## config.mk

```make
export PLATFORM = sky130hd
export DESIGN_NAME = fetch_unit
export DESIGN_NICKNAME = d
export VERILOG_FILES = /design/src/rtl/fetch_unit.sv
export SDC_FILE = /design/constraint.sdc
export NUM_CORES = 1
export LEC_CHECK = 0
export BUFFER_PORTS_ARGS = -buffer_cell sky130_fd_sc_hd__buf_2
export CORE_ASPECT_RATIO = 0.7
export CORE_MARGIN = 3
export CORE_UTILIZATION = 50
export DETAILED_ROUTE_END_ITERATION = 8
export PLACE_DENSITY = 0.81
export SLEW_MARGIN = 5
export SYNTH_ARGS = -nofsm -noshare
export SYNTH_HDL_FRONTEND = slang
export SYNTH_SLANG_ARGS = --single-unit
```

## constraint.sdc

```tcl
create_clock -name clk -period 5.7 [get_ports clk]
set_input_delay 1.14 -clock clk [delete_from_list [all_inputs] [get_ports clk]]
set_output_delay 1.14 -clock clk [all_outputs]
set_load 0.005 [all_outputs]
```

## src/rtl/fetch_unit.sv

```systemverilog
// fetch_unit: single-outstanding instruction fetch feeding a circular fetch queue.
// Define FETCH_PERF_EN to add the perf_fetched / perf_full_stall / perf_squashed counters.
module fetch_unit #(
  parameter logic [31:0] RESET_PC = 32'h0000_0000
) (
  input  logic        clk,
  input  logic        reset,
  output logic        imem_req_valid,
  output logic [31:0] imem_req_addr,
  input  logic        imem_req_ready,
  input  logic        imem_resp_valid,
  input  logic [31:0] imem_resp_data,
  input  logic        redirect_valid,
  input  logic [31:0] redirect_pc,
  input  logic        fq_full,
  output logic        fq_write_en,
  output logic [63:0] fq_write_data
`ifdef FETCH_PERF_EN
  ,
  output logic [31:0] perf_fetched,
  output logic [31:0] perf_full_stall,
  output logic [31:0] perf_squashed
`endif
);

  typedef enum logic [1:0] {S_REQ, S_WAIT, S_HOLD} state_t;

  state_t      state_q, state_d;
  logic [31:0] pc_q;
  logic [31:0] req_pc_q;
  logic [31:0] hold_data_q;
  logic        squash_q;
  logic        handshake;
  logic        capture;

  assign imem_req_addr = pc_q;
  assign handshake     = imem_req_valid && imem_req_ready;
  // A live response that meets a full queue is parked in hold_data_q.
  assign capture       = (state_q == S_WAIT) && imem_resp_valid && !squash_q &&
                         !redirect_valid && fq_full;

  always_ff @(posedge clk) begin
    if (reset) state_q <= S_REQ;
    else       state_q <= state_d;
  end

  always_comb begin
    state_d = state_q;
    case (state_q)
      S_REQ:  if (handshake) state_d = S_WAIT;
      S_WAIT: if (imem_resp_valid) state_d = capture ? S_HOLD : S_REQ;
      S_HOLD: if (redirect_valid || !fq_full) state_d = S_REQ;
      default: state_d = S_REQ;
    endcase
  end

  always_comb begin
    imem_req_valid = 1'b0;
    fq_write_en    = 1'b0;
    fq_write_data  = (state_q == S_HOLD) ? {req_pc_q, hold_data_q}
                                         : {req_pc_q, imem_resp_data};
    // Redirect suppresses both the request and any push in the same cycle.
    if (!reset && !redirect_valid) begin
      case (state_q)
        S_REQ:  imem_req_valid = 1'b1;
        S_WAIT: fq_write_en    = imem_resp_valid && !squash_q && !fq_full;
        S_HOLD: fq_write_en    = !fq_full;
        default: ;
      endcase
    end
  end

  always_ff @(posedge clk) begin
    if (reset) begin
      pc_q        <= RESET_PC;
      req_pc_q    <= 32'h0;
      hold_data_q <= 32'h0;
      squash_q    <= 1'b0;
    end else begin
      if (redirect_valid) pc_q <= redirect_pc & 32'hFFFF_FFFC;
      else if (handshake) pc_q <= pc_q + 32'd4;
      if (handshake) req_pc_q <= pc_q;
      // squash marks the outstanding response as stale; the response itself clears it.
      if (state_q == S_WAIT) begin
        if (imem_resp_valid)     squash_q <= 1'b0;
        else if (redirect_valid) squash_q <= 1'b1;
      end
      if (capture) hold_data_q <= imem_resp_data;
    end
  end

`ifdef FETCH_PERF_EN
  logic drop_resp;
  assign drop_resp = ((state_q == S_WAIT) && imem_resp_valid && (squash_q || redirect_valid)) ||
                     ((state_q == S_HOLD) && redirect_valid);

  always_ff @(posedge clk) begin
    if (reset) begin
      perf_fetched    <= 32'h0;
      perf_full_stall <= 32'h0;
      perf_squashed   <= 32'h0;
    end else begin
      if (fq_write_en)        perf_fetched    <= perf_fetched + 32'd1;
      if (state_q == S_HOLD)  perf_full_stall <= perf_full_stall + 32'd1;
      if (drop_resp)          perf_squashed   <= perf_squashed + 32'd1;
    end
  end
`endif

  resp_only_in_wait: assert property (@(posedge clk) disable iff (reset)
    imem_resp_valid |-> (state_q == S_WAIT))
    else $error("imem_resp_valid asserted outside WAIT");

endmodule

```

==> out/results.ini, run 1 <==
[timing]
tightest_slew_ns=1.08
relSlewSlack_pct=28.2
clock_skew_ns=0.00783
setup-violations-final=0
rsz0062_at_grt=no
period_needed_ns=3.90
post-route-period-util_pct=68.4
hold_viol_final=0
setup_tns_ns=0
maxSlewViolCount=0
fmax_ghz=0.257

[setup_path]
required_ns=4.56
critPathMaxStageDelay_ns=0.71
crit_slowest_cell=buf_4
critPathKind=input pin to output pin
ff2ff_setup_slack_ns=3.12
reg2reg_to=imem_req_addr[15]
worstSetupEndpointType=output pin
timing.critical_path.buf_inv=3
start_kind=input pin
rr_startpoint=state_q[1]
reg2reg_depth=6
cp_cell_sequence=buf_4, inv_1, and3_1, buf_2
crit_family=buffers and inverters
path_max_fanout=98
worstPathArrival_ns=2.76

[floorplan]
pin_count=168
start_util_pct=53.0
die_area_um2=10400
die_x_um=121
core_um2=8690
rows=28
die_h_um=86.3

[grt]
grt_pass1_vias=4335
grt_pass1_wl_um=21000
grt-ovfl-total=0
grtUsageMet2_pct=39.1
grt.busiest_layer=met2
antenna_found_initial=0
grt_max_degree=99
grt_use_total_pct=24.6
grt.met3_usage_pct=7.24
gr-usage-met1_pct=32.5

[power_and_ir_drop]
clockPowerShare_pct=38.7
p_leak_nw=2.30
swShare_pct=26.6
power_density_nw_per_um2=308
power_mw=1.79
ir_worst_vdd_v=0.000191
switching_power_mw=0.475
pwr-share-comb_pct=20.7
p_int_mw=1.31
seq_power_share_pct=40.6

[cells_and_area]
utilization_pct=66.7
regArea_um2=1900
fin_nets=788
drive_gt1_share_pct=32.1
most-common-layout-cells=buf_2, nand2_1, dfxtp_1
diodes=0
area_growth_pct=25.9
fill_cells=763
multi_input_area_um2=2520
final_common_cell=buf_2

[placed_design]
port_buffers=161
gp_congestion=0.819
dp_hpwl_um=9340

[logic_synthesis]
synth.cell_area_um2=4600
ys_ff_latch=95
yosysSeqAreaShare_pct=41.3
yosysWarnings=0
avgSynthCellArea_um2=7.95
synth.distinct_cells=53
synth_cells=579
synth_edf_count=0
ys_async_sr_fraction_pct=0
synth_ff_type=dfxtp_1

[route]
num_vias=4692
ant_nets=0
dr.pass1.iters=5
drt-total-wl_um=13000
vias_per_cell=5.59
wl_per_cell_um=15.5
drc=0
drtIter0Drc=312

[cts]
clk_latency_ns=0.34
numClockSinks=95
clk_path_buf_depth=2
cts.clk_slew.worst_paths_ns=0.07
cts_setup_buffers=0
cts_buffers=9
htreeDepth=3
cts_tree=built
cts_resized=0
cts-root-buf=clkbuf_16
cts_hold_buf=0

[min_path]
hold_class=flip-flop to flip-flop
hp-start=req_pc_q[17]
hold_depth=2
holdPathEnd=req_pc_q[17]

[run]
maxCapViolations=0

[run_status]
status=complete, no violations

[per-stage QoR]
stage | area [um^2] | hold slack, ns | std cells | setup slack, ns
2_1_floorplan | 4610 | 0.433 | 582 | 2.69
3_3_place_gp | 5450 | 0.438 | 823 | 1.89
3_5_place_dp | 5450 | 0.446 | 823 | 1.87
4_1_cts | 5800 | 0.455 | 839 | 1.87
5_1_grt | 5800 | 0.474 | 839 | 1.74
6_report | 5800 | 0.453 | 839 | 1.80
[registers in the layout (all words and copies together) (netlist names)]
name,cells
req_pc_q,30
hold_data_q,32
imem_req_addr,30
state_q,2
squash_q,1
[how the worst max path moves through the flow]
stage / start / endpoint / slack (ns) / cells after the start
5_1_grt: reset / imem_req_valid / 1.74 / 4
4_1_cts: reset / imem_req_valid / 1.87 / 4
2_1_floorplan: reset / fq_write_en / 2.69 / 4
3_3_place_gp: reset / imem_req_valid / 1.89 / 4
6_report: reset / imem_req_valid / 1.80 / 4
3_5_place_dp: reset / imem_req_valid / 1.87 / 4
[layout make-up]
cell class,instances,share of cell area [%]
timing repair buffer,166,14.6
multi-input combinational,433,43.4
tap,120,2.59
sequential,95,32.8
clock buffer,11,4.19
inverter,9,0.583
clock inverter,5,1.81
[routing by layer]
metal  vias up  share of wire (%)
li1       2316                  -
met1      2206                 44
met2       153                 47
met3        17                7.7
met4         0                1.5
met5         -                  0
[power by group through the flow]
stage / Sequential [mW] / Combinational, mW / Clock, mW
after global routing: 0.731 / 0.406 / 0.735
after detailed placement: 0.740 / 0.368 / 0
final: 0.726 / 0.370 / 0.691
after floorplan: 0.734 / 0.227 / 0
after CTS: 0.725 / 0.371 / 0.706
after global placement: 0.738 / 0.361 / 0
[worst register-to-register path: stages, from the launching register on]
cell and delay [ns]:
dfxtp_1 0.33, inv_1 0.08, ha_1 0.39, nand4_1 0.28, nor4_1 0.84, a211oi_1 0.17
a2111oi_0 0.36
[cells in the mapped netlist, drive strengths merged, types with 3 or more instances]
cell type | number | area [um^2]
a211oi | 6 | 45.0
a21oi | 72 | 360
a311oi | 11 | 96.3
a31oi | 6 | 37.5
and2 | 3 | 18.8
and3 | 4 | 25.0
and4 | 4 | 36.3
buf | 7 | 45.0
clkbuf | 38 | 143
dfxtp | 95 | 1900
ha | 4 | 50.1
inv | 8 | 30.0
mux2 | 33 | 372
nand2 | 154 | 578
nand3 | 12 | 60.1
nand4 | 17 | 121
nor2 | 24 | 90.1
nor2b | 3 | 18.8
nor3 | 3 | 15.0
nor4 | 4 | 25.0
o211ai | 4 | 30.0
o21ai | 8 | 40.0
o311ai | 5 | 43.8
o31ai | 5 | 37.5
or3 | 11 | 75.1
or4 | 6 | 45.0
xor2 | 3 | 26.3
[logic make-up after synthesis]
group | count (synthesis) | synth area share [%]
AND/OR/NAND/NOR | 258 | 26.4
AO/OA/AOI/OAI | 128 | 17.0
flip-flops | 95 | 41.3
buffers and inverters | 54 | 4.81
multiplexers | 34 | 8.29
XOR/XNOR | 5 | 0.952
adder cells (fa/ha/maj) | 4 | 1.09
other | 1 | 0.0815
Power figures use the tool's default switching activity.
==> run 2, diff against run 1 <==
- clock period: 5.7 -> 4 ns (I/O delays scaled with it)
==> out/results.ini, run 2 (same netlist as run 1, synthesis figures left out) <==
[run_status]
status=complete, no violations

[setup_path]
startpoint=reset
ff2ff_setup_slack_ns=1.41  ; -1.71 ns
cp-endpoint=imem_req_valid
rr_startpoint=state_q[0]
required_ns=3.20  ; -1.36 ns
worstPathArrival_ns=2.08  ; -0.68 ns
path_max_fanout=63  ; -36%
critPathKind=input pin to output pin
reg2reg_depth=6  ; unchanged
start_kind=input pin
reg2reg_to=imem_req_addr[15]
worstSetupEndpointType=output pin

[power_and_ir_drop]
power_density_nw_per_um2=427  ; +38%
p_leak_nw=2.29  ; -0.45%
ir_worst_vdd_v=0.000253  ; +33%

[cells_and_area]
most-common-layout-cells=buf_2, nand2_1, dfxtp_1
largest_reg_flops=32  ; unchanged
fin_nets=789  ; +0.13%
final_common_cell=buf_2
final_area_um2=5760  ; -0.60%
diodes=0  ; unchanged
area_growth_pct=25.1
drive_gt1_share_pct=31.8  ; -0.28 points
top_register=hold_data_q

[cts]
numClockSinks=95  ; unchanged
cts_resized=0  ; unchanged
cts-root-buf=clkbuf_16
clk_path_buf_depth=2  ; unchanged
cts_buffers=9  ; unchanged
clk_latency_ns=0.34  ; about the same
cts.clk_slew.worst_paths_ns=0.06  ; about the same
cts_setup_buffers=0  ; unchanged
htreeDepth=3  ; unchanged
cts_hold_buf=0  ; unchanged
cts_tree=built

[route]
drc=0  ; unchanged
wl_met2_um=6100  ; about the same
vias_per_cell=5.63  ; +0.72%
ant_nets=0  ; unchanged
drt-total-wl_um=13100  ; +0.86%
wl_per_cell_um=15.7  ; +0.86%
met1_length_um=5900  ; +2.9%
dr.pass1.iters=5  ; unchanged
routed.top_layer=met4
wl_met3_um=937  ; -6.7%
num_vias=4726  ; +0.72%
drtIter0Drc=301  ; -3.5%

[grt]
antenna_found_initial=0  ; unchanged
grt_use_total_pct=24.9  ; +0.26 points
grt_pass1_vias=4585  ; +5.8%
grt_max_degree=64  ; -35%
grt-ovfl-total=0  ; unchanged
grt_pass1_wl_um=21400  ; +1.9%

[placed_design]
place_area_um2=5460  ; +0.14%
gp_congestion=0.808  ; -1.4%
port_buffers=161  ; unchanged
dp_hpwl_um=9350  ; +0.13%

[timing]
tightest_slew_ns=1.02  ; -0.0546 ns
clock_skew_ns=0.00742  ; -0.000413 ns
setup_tns_ns=0  ; unchanged
rsz0062_at_grt=no
hold_viol_final=0  ; unchanged
maxSlewViolCount=0  ; unchanged
relSlewSlack_pct=31.2  ; +3.0 points
period_needed_ns=2.88
fmax_ghz=0.347
setup-violations-final=0  ; unchanged
post-route-period-util_pct=72.1

[floorplan]
die_x_um=121  ; unchanged
core_um2=8690  ; unchanged
pin_count=168  ; unchanged
rows=28  ; unchanged
die_h_um=86.3  ; unchanged
die_area_um2=10400  ; unchanged
start_util_pct=53.0  ; unchanged

[min_path]
hp-start=req_pc_q[22]
hold_class=flip-flop to flip-flop

[run]
maxCapViolations=0  ; unchanged

-- run 2: worst max-delay path, cell delays in order --
cell and delay, ns:
buf_4 0.53, inv_1 0.31, and3_1 0.28, buf_2 0.13
-- run 2: worst min-delay path by stage --
| stage | slack (ns) | endpoint | cells after the start |
|---|---|---|---|
| 6_report | 0.45 | req_pc_q[22] | 2 |
| 5_1_grt | 0.47 | req_pc_q[4] | 2 |
| 4_1_cts | 0.46 | req_pc_q[22] | 2 |
| 3_5_place_dp | 0.45 | hold_data_q[26] | 2 |
| 3_3_place_gp | 0.44 | req_pc_q[20] | 2 |
| 2_1_floorplan | 0.43 | hold_data_q[0] | 2 |
-- run 2: power by group --
| group | internal, mW | switching, mW |
|---|---|---|
| registers | 0.986 | 0.0488 |
| clock network | 0.546 | 0.350 |
| logic | 0.258 | 0.271 |
| total | 1.79 | 0.670 |
-- run 2: metal layers --
| layer | track usage (%) | up-vias |
|---|---|---|
| li1 | - | 2324 |
| met1 | 32.7 | 2220 |
| met2 | 40.2 | 163 |
| met3 | 6.72 | 19 |
| met4 | 8.02 | 0 |
| met5 | 0 | - |
-- run 2: per-stage QoR --
stage               setup WS [ns]  instances  utilization (%)  power, mW  hold WS (ns)
floorplan                    1.59        582                -       1.37         0.433
global placement             1.17        824             62.8       1.57         0.438
detailed placement           1.14        824             62.8       1.58         0.447
CTS                          1.15        839             66.3       2.47         0.455
global route                 1.07        839             66.3       2.56         0.472
finish                       1.12        839             66.3       2.46         0.454
-- run 2: final cells by class --
| class | instances | area [um^2] |
|---|---|---|
| clock buffer | 12 | 236 |
| clock inverter | 3 | 68.8 |
| fill | 768 | 2930 |
| inverter | 9 | 33.8 |
| multi-input combinational | 433 | 2520 |
| sequential | 95 | 1900 |
| tap | 120 | 150 |
| timing repair buffer | 167 | 853 |
